[src/rtl/vga_timing_pkg.sv]
// Shared raster timing defaults (640x480@60) and the per-axis total helper.
package vga_timing_pkg;

    localparam int DEF_H_ACTIVE = 640;
    localparam int DEF_H_FP     = 16;
    localparam int DEF_H_SYNC   = 96;
    localparam int DEF_H_BP     = 48;
    localparam int DEF_V_ACTIVE = 480;
    localparam int DEF_V_FP     = 10;
    localparam int DEF_V_SYNC   = 2;
    localparam int DEF_V_BP     = 33;
    localparam int DEF_CNT_W    = 10;

    function automatic int scan_total(input int active, input int fp, input int sync, input int bp);
        return active + fp + sync + bp;
    endfunction

endpackage

[src/rtl/scan_axis_counter.sv]
// One raster axis: wrapping position counter with active-region and sync-window decode.
module scan_axis_counter
    import vga_timing_pkg::*;
#(
    parameter int   ACTIVE = DEF_H_ACTIVE,
    parameter int   FP     = DEF_H_FP,
    parameter int   SYNC   = DEF_H_SYNC,
    parameter int   BP     = DEF_H_BP,
    parameter logic POL    = 1'b0,
    parameter int   W      = DEF_CNT_W
) (
    input  logic         clk,
    input  logic         rst_n,
    input  logic         inc,
    input  logic         clear,
    output logic [W-1:0] count,
    output logic         wrap,
    output logic         active,
    output logic         sync
);

    localparam int TOTAL = scan_total(ACTIVE, FP, SYNC, BP);

    localparam logic [W-1:0] LAST       = W'(TOTAL - 1);
    localparam logic [W-1:0] ACT_END    = W'(ACTIVE);
    localparam logic [W-1:0] SYNC_FIRST = W'(ACTIVE + FP);
    localparam logic [W-1:0] SYNC_LAST  = W'(ACTIVE + FP + SYNC - 1);

    assign wrap   = inc && (count == LAST);
    assign active = (count < ACT_END);
    assign sync   = ((count >= SYNC_FIRST) && (count <= SYNC_LAST)) ? POL : ~POL;

    // clear outranks both the wrap and a plain increment
    always_ff @(posedge clk or negedge rst_n) begin
        if (!rst_n) begin
            count <= '0;
        end else if (clear) begin
            count <= '0;
        end else if (wrap) begin
            count <= '0;
        end else if (inc) begin
            count <= count + 1'b1;
        end
    end

endmodule

[src/rtl/vga_scan_timer.sv]
// Raster timing generator: coupled h/v scan counters feeding a registered output stage
// that updates only on pixel-enable cycles.
module vga_scan_timer
    import vga_timing_pkg::*;
#(
    parameter int   H_ACTIVE = DEF_H_ACTIVE,
    parameter int   H_FP     = DEF_H_FP,
    parameter int   H_SYNC   = DEF_H_SYNC,
    parameter int   H_BP     = DEF_H_BP,
    parameter int   V_ACTIVE = DEF_V_ACTIVE,
    parameter int   V_FP     = DEF_V_FP,
    parameter int   V_SYNC   = DEF_V_SYNC,
    parameter int   V_BP     = DEF_V_BP,
    parameter logic H_POL    = 1'b0,
    parameter logic V_POL    = 1'b0,
    parameter int   CNT_W    = DEF_CNT_W
) (
    input  logic             clk,
    input  logic             rst_n,
    input  logic             pix_en,
    input  logic             restart,
    output logic             hsync,
    output logic             vsync,
    output logic             de,
    output logic [CNT_W-1:0] x,
    output logic [CNT_W-1:0] y,
    output logic             line_start,
    output logic             frame_start
);

    logic [CNT_W-1:0] h;
    logic [CNT_W-1:0] v;
    logic             h_wrap;
    logic             v_wrap_unused;
    logic             h_active;
    logic             v_active;
    logic             h_sync;
    logic             v_sync;

    scan_axis_counter #(
        .ACTIVE (H_ACTIVE),
        .FP     (H_FP),
        .SYNC   (H_SYNC),
        .BP     (H_BP),
        .POL    (H_POL),
        .W      (CNT_W)
    ) u_h_axis (
        .clk    (clk),
        .rst_n  (rst_n),
        .inc    (pix_en),
        .clear  (restart),
        .count  (h),
        .wrap   (h_wrap),
        .active (h_active),
        .sync   (h_sync)
    );

    // the vertical axis steps once per completed line
    scan_axis_counter #(
        .ACTIVE (V_ACTIVE),
        .FP     (V_FP),
        .SYNC   (V_SYNC),
        .BP     (V_BP),
        .POL    (V_POL),
        .W      (CNT_W)
    ) u_v_axis (
        .clk    (clk),
        .rst_n  (rst_n),
        .inc    (h_wrap),
        .clear  (restart),
        .count  (v),
        .wrap   (v_wrap_unused),
        .active (v_active),
        .sync   (v_sync)
    );

    // outputs capture the pixel the counters are leaving; strobes last one clk
    always_ff @(posedge clk or negedge rst_n) begin
        if (!rst_n) begin
            x           <= '0;
            y           <= '0;
            de          <= 1'b0;
            hsync       <= ~H_POL;
            vsync       <= ~V_POL;
            line_start  <= 1'b0;
            frame_start <= 1'b0;
        end else begin
            line_start  <= 1'b0;
            frame_start <= 1'b0;
            if (pix_en) begin
                x           <= h;
                y           <= v;
                de          <= h_active && v_active;
                hsync       <= h_sync;
                vsync       <= v_sync;
                line_start  <= (h == '0);
                frame_start <= (h == '0) && (v == '0);
            end
        end
    end

endmodule

[config.mk]
export PLATFORM = sky130hd
export DESIGN_NAME = vga_scan_timer
export DESIGN_NICKNAME = d
export VERILOG_FILES = /design/src/rtl/vga_timing_pkg.sv /design/src/rtl/scan_axis_counter.sv /design/src/rtl/vga_scan_timer.sv
export SDC_FILE = /design/constraint.sdc
export NUM_CORES = 1
export LEC_CHECK = 0
export ABC_AREA = 1
export CORE_ASPECT_RATIO = 1.1
export CORE_MARGIN = 4
export CORE_UTILIZATION = 55
export CTS_CLUSTER_DIAMETER = 50
export CTS_CLUSTER_SIZE = 20
export DETAILED_ROUTE_END_ITERATION = 12
export PLACE_DENSITY = 0.79
export SYNTH_ARGS = -nofsm -noshare
export SYNTH_HDL_FRONTEND = slang
export SYNTH_SLANG_ARGS = --single-unit
[constraint.sdc]
create_clock -name clk -period 1.7 [get_ports clk]
set_input_delay 0.34 -clock clk [delete_from_list [all_inputs] [get_ports clk]]
set_output_delay 0.34 -clock clk [all_outputs]
set_load 0.005 [all_outputs]
==> impl_metrics.env, run 1 <==
export IMPL_dp_cells=372
export IMPL_synth_seq_area_share_pct=48.6
export IMPL_io_pins=29
export IMPL_cts_tree="done"
export IMPL_worst_setup_path_type="register to register"
export IMPL_cts_hold_fix_buffers=0
export IMPL_synth_edf_count=0
export IMPL_worstPathMaxFanout=4
export IMPL_drc_errors=0
export IMPL_dr_pass1_iters=4
export IMPL_nNetsFinal=336
export IMPL_synth_top_cell_area_share_pct=46.4
export IMPL_num_antenna_cells=0
export IMPL_worst_setup_path_end_kind="register"
export IMPL_synth_area_leaders="dfrtp_1 46%, nand2_1 12%, inv_1 5.7%, o21ai_0 5.4%, nor2_1 4.9%"
export IMPL_viasPerCell=5.15
export IMPL_worstMarginPinSlew_ns=0.335
export IMPL_skew_ns=0.00707
export IMPL_hold_class="primary input to asynchronous set/reset pin"
export IMPL_slew_headroom_pct=77.5
export IMPL_rsz0062_at_grt="no"
export IMPL_synthTopCellsByCount="76 x nand2_1, 43 x dfrtp_1, 35 x inv_1"
export IMPL_postCtsSetupBuffers=0
export IMPL_postSynthCellCount=289
export IMPL_cts_htree_levels=2
export IMPL_synth_distinct_cells=27
export IMPL_fp_dieH_um=76.1
export IMPL_die_w_um=69.9
export IMPL_place_ws_ns=-0.000109
export IMPL_critPathRequiredTime_ns=1.89
export IMPL_status="finished, final reports clean"
export IMPL_power_density_mw_per_mm2=703
export IMPL_fin_cells=380
export IMPL_power_uw=1980
export IMPL_slew_violations=0
export IMPL_synth_seq_cells=45
export IMPL_antenna_found_initial=0
export IMPL_grt_overflow=0
export IMPL_cts_root_buffer="clkbuf_8"
export IMPL_grtUsageTotal_pct=21.1
export IMPL_drv_cap=0
export IMPL_finalSetupViolations=0
export IMPL_fin_area_mm2=0.00282
export IMPL_ys_flop_type="dfrtp_1"
export IMPL_peakVddDrop_uv=524
export IMPL_drive_gt1_share_pct=12.5
export IMPL_grt_start_max_net_pins=46
export IMPL_grt_pass1_vias=1948
export IMPL_critical_path_arrival_ns=1.75
export IMPL_drt_iter0_markers=161
export IMPL_fin_crit_ns=1.55
export IMPL_clock_path_buffers=2
export IMPL_min_period_over_period_pct=91.3
export IMPL_num_rows=24
export IMPL_syn_nets=298
export IMPL_final_util_pct=70.1
export IMPL_hold_viol_final=0
export IMPL_clock_latency_ns=0.30
export IMPL_synth_most_common_cell="nand2_1"
export IMPL_grt_pass1_wl_mm=9.05
export IMPL_finalWeightedCongestion=0.863
export IMPL_core_area_mm2=0.00402
export IMPL_syn_area_per_cell_um2=8.03
export IMPL_leakagePower_uw=0.00133
export IMPL_ys_warn_count=0
export IMPL_postRouteAntennaNets=0
export IMPL_vias=1958
export IMPL_fp_dieArea_mm2=0.00532
export IMPL_dpl_hpwl_mm=3.79
export IMPL_io_buffer_count=28
export IMPL_start_util_pct=57.7
export IMPL_clk_transition_reported_paths_ns=0.08
export IMPL_area_growth_syn_to_layout_pct=21.5
export IMPL_clkSinkCount=45
export IMPL_start_kind="register"
export IMPL_synthArstFlopShare_pct=100
export IMPL_fin_ws_ns=0.147
export IMPL_syn_area_mm2=0.00232
export IMPL_wl_per_cell_um=13.4
export IMPL_postPlaceCellArea_mm2=0.00271
export IMPL_cts_buffers=5
export IMPL_wl_mm=5.11
export IMPL_yosysTopAreaCell="dfrtp_1"
export IMPL_max_freq_ghz=0.644
placed cells by master, fill, tap and decap left out, types with 2 or more instances in the layout:
| cell | instances |
|---|---|
| a21oi_1 | 3 |
| buf_4 | 8 |
| clkbuf_8 | 7 |
| clkdlybuf4s50_1 | 25 |
| dfrtp_1 | 43 |
| dfstp_2 | 2 |
| dlymetal6s2s_1 | 2 |
| ha_1 | 5 |
| inv_1 | 35 |
| inv_2 | 3 |
| nand2_1 | 76 |
| nand2_2 | 2 |
| nand3_1 | 16 |
| nand4_1 | 8 |
| nor2_1 | 30 |
| nor2_2 | 7 |
| nor2_4 | 4 |
| nor3_1 | 9 |
| o21ai_0 | 25 |
| o21ai_1 | 3 |
| xor2_1 | 5 |
flip-flops by register name (all words and copies together) (netlist names):
signal and flops:
hsync 1, vsync 1, u_h_axis.count 10, u_v_axis.count 10
x 10, line_start 1, frame_start 1, de 1
y 10
worst max-delay path, stage by stage, from the launching register on:
cell and delay [ns]:
dfrtp_1 0.43, inv_1 0.16, ha_1 0.18, inv_1 0.05, nor2_1 0.12, nand2_1 0.07
nor2_1 0.20, nand2_1 0.10, nand3_1 0.09, nand2_1 0.05
logic make-up after synthesis:
kind of cell	synth area share, %
buf+inv	7.87
flops	48.6
xor+xnor	1.89
compound gates	7.71
fa+ha+maj	2.70
simple gates	31.2
repair_timing:
item / in CTS / in global routing
endpoints found under the setup margin: 0 / 2
gates resized for setup: 0 / 2
endpoints found under the hold margin: 0 / 0
area by class of cell:
cell class,instances,area [µm²]
Clock buffer,7,96.3
Clock inverter,1,5.00
Fill cell,351,1200
Inverter,39,154
Multi-Input combinational cell,199,1010
Sequential cell,45,1130
Tap cell,52,65.1
Timing Repair Buffer,37,360
metrics by stage:
step / hold WS (ns) / TNS (ns)
after CTS: 0.0167 / 0
after floorplan: 0.0444 / 0
final: 0.00512 / 0
after global placement: 0.334 / 0
after global routing: 0.0161 / 0
after detailed placement: 0.348 / -0.000109
layer usage:
metal / share of wire (%) / track usage (%)
met5: 0 / 0
met4: 1.7 / 7.47
met3: 5.3 / 5.15
met1: 47 / 28.2
met2: 46 / 33.2
power by group:
| part | leakage [µW] | switching [µW] | internal [µW] |
|---|---|---|---|
| clock network | 0.0000542 | 356 | 367 |
| logic | 0.000665 | 89.7 | 67.8 |
| registers | 0.000608 | 11.6 | 1090 |
worst paths after layout:
kind                              startpoint                end  slack [ns]  cells after the start
max in group asynchronous              rst_n              vsync        1.41                      2
min                                    rst_n               y[9]       0.005                      2
min in group clk                        x[4]               x[4]        0.49                      2
max reg2reg                u_v_axis.count[0]  u_v_axis.count[9]        0.15                      9
max                        u_v_axis.count[0]  u_v_axis.count[9]        0.15                      9
min reg2reg                             x[4]               x[4]        0.49                      2
No activity file was read; power rests on OpenSTA's default activity.
==> inputs of run 2 (changes only) <==
--- a/config.mk
+++ b/config.mk
@@ -8,11 +8,10 @@
 export ABC_AREA = 1
 export CORE_ASPECT_RATIO = 1.1
 export CORE_MARGIN = 4
-export CORE_UTILIZATION = 55
+export CORE_UTILIZATION = 40
 export CTS_CLUSTER_DIAMETER = 50
 export CTS_CLUSTER_SIZE = 20
 export DETAILED_ROUTE_END_ITERATION = 12
-export PLACE_DENSITY = 0.79
 export SYNTH_ARGS = -nofsm -noshare
 export SYNTH_HDL_FRONTEND = slang
 export SYNTH_SLANG_ARGS = --single-unit
==> impl_metrics.env, run 2 (synthesis results as in run 1) <==
export IMPL_status="finished, final reports clean"
export IMPL_hold_class="primary input to asynchronous set/reset pin"
export IMPL_antenna_found_initial=0
export IMPL_cts_root_buffer="clkbuf_8"
export IMPL_power_density_mw_per_mm2=711
export IMPL_critPathRequiredTime_ns=1.36
export IMPL_max_freq_ghz=0.604
export IMPL_crit_slowest_cell="dfstp_2"
export IMPL_cts_htree_levels=2
export IMPL_cpPeakStageDelay_ns=0.53
export IMPL_fp_dieH_um=87.9
export IMPL_worst_setup_path_type="register to primary output"
export IMPL_clk_transition_reported_paths_ns=0.08
export IMPL_drt_iter0_markers=103
export IMPL_grtUsageTotal_pct=17.2
export IMPL_critical_path_arrival_ns=1.31
export IMPL_drc_errors=0
export IMPL_clock_latency_ns=0.29
export IMPL_worstMarginPinSlew_ns=0.342
export IMPL_grt_pass1_wl_mm=9.41
export IMPL_core_area_mm2=0.00550
export IMPL_grt_start_max_net_pins=46
export IMPL_clkSinkCount=45
export IMPL_postPlaceCellArea_mm2=0.00276
export IMPL_viasPerCell=4.91
export IMPL_grt_pass1_vias=1934
export IMPL_start_kind="register"
export IMPL_num_antenna_cells=0
export IMPL_fin_area_mm2=0.00287
export IMPL_peakVddDrop_uv=305
export IMPL_worst_setup_path_end_kind="primary output"
export IMPL_hold_viol_final=0
export IMPL_cp_cell_sequence="clkdlybuf4s50_1"
export IMPL_nNetsFinal=338
export IMPL_mostFrequentLayoutCells="76 x nand2_1, 43 x dfrtp_1, 35 x inv_1, 29 x nor2_1, 26 x clkdlybuf4s50_1"
export IMPL_min_period_over_period_pct=97.3
export IMPL_area_growth_syn_to_layout_pct=23.5
export IMPL_leakagePower_uw=0.00134
export IMPL_cts_hold_fix_buffers=0
export IMPL_slew_violations=0
export IMPL_die_w_um=80.6
export IMPL_dr_pass1_iters=4
export IMPL_drive_gt1_share_pct=13.1
export IMPL_finalWeightedCongestion=0.915
export IMPL_wl_per_cell_um=12.9
export IMPL_fill_cells=562
export IMPL_clock_path_buffers=2
export IMPL_power_uw=2040
export IMPL_cts_buffers=5
export IMPL_rsz0062_at_grt="no"
export IMPL_seqCellArea_mm2=0.00113
export IMPL_mostFrequentLayoutCell="nand2_1"
export IMPL_postRouteAntennaNets=0
export IMPL_grt_overflow=0
export IMPL_ff2ff_path_depth=8
export IMPL_skew_ns=0.00522
export IMPL_fin_crit_ns=1.65
export IMPL_vias=1983
export IMPL_postCtsSetupBuffers=0
export IMPL_fp_dieArea_mm2=0.00709
export IMPL_cts_tree="done"
export IMPL_multi_input_area_mm2=0.00101
export IMPL_slew_headroom_pct=77.2
export IMPL_num_rows=28
export IMPL_path_delay_family="flip-flops"
export IMPL_io_buffer_count=28
export IMPL_worstPathMaxFanout=2
export IMPL_finalSetupViolations=0
export IMPL_crit_cells=1
export IMPL_timing_hold_ws_ns=0.00855
export IMPL_drv_cap=0
export IMPL_crit_buf_inv=1
export IMPL_dpl_hpwl_mm=3.96
export IMPL_io_pins=29
export IMPL_start_util_pct=42.2
export IMPL_wl_mm=5.23
==> run 2: worst paths after layout <==
kind	startpoint	slack [ns]	endpoint
worst max-delay path	vsync	0.05	vsync
worst min-delay path	rst_n	0.009	u_h_axis.count[7]
worst max register to register	u_h_axis.count[0]	0.19	u_v_axis.count[9]
worst min register to register	y[7]	0.47	y[7]
max in group asynchronous	rst_n	1.43	vsync
min in group clk	y[7]	0.47	y[7]
==> run 2: stage by stage <==
| stage | util, % | setup WS (ns) | setup TNS, ns | instances |
|---|---|---|---|---|
| 2_1_floorplan | - | 0.386 | 0 | 289 |
| 3_3_place_gp | 50.1 | -0.00963 | -0.00963 | 397 |
| 3_5_place_dp | 50.1 | -0.0255 | -0.0950 | 397 |
| 4_1_cts | 52.0 | 0.0167 | 0 | 404 |
| 5_1_grt | 52.1 | 0.00542 | 0 | 404 |
| 6_report | 52.1 | 0.0451 | 0 | 404 |
==> run 2: area by class of cell <==
class                   count  share of cell area [%]
multi-input cells         199                    35.3
clock buffers               5                    2.40
well taps                  75                    3.28
clock inverters             2                    1.22
inverters                  39                    5.37
repair buffers             39                    13.0
flip-flops and latches     45                    39.4
==> run 2: what timing repair did <==
action | CTS | global route
resized for setup | 0 | 2
endpoints found under the setup margin | 0 | 2
hold endpoints to repair | 0 | 0
==> run 2: report_power, final <==
part	internal, µW	total (µW)	switching, µW
combinational	68.6	157	88.5
sequential	1090	1100	11.9
clock	427	779	352
==> run 2: routing by layer <==
layer	global-route usage, %	routed length, µm	up-vias	share of wire, %
met3	3.19	309	12	5.9
met2	25.3	2350	67	45
li1	-	-	995	-
met1	24.8	2430	909	47
met4	7.07	130	0	2.5
met5	0	0	-	0
==> run 2: worst register-to-register path: cells and delay by family, from the launching register on <==
family | cells | cell delay [ns]
buffers and inverters | 1 | 0.08
and+or+nand+nor | 6 | 0.75
DFF | 1 | 0.41
adders and majority gates | 1 | 0.17
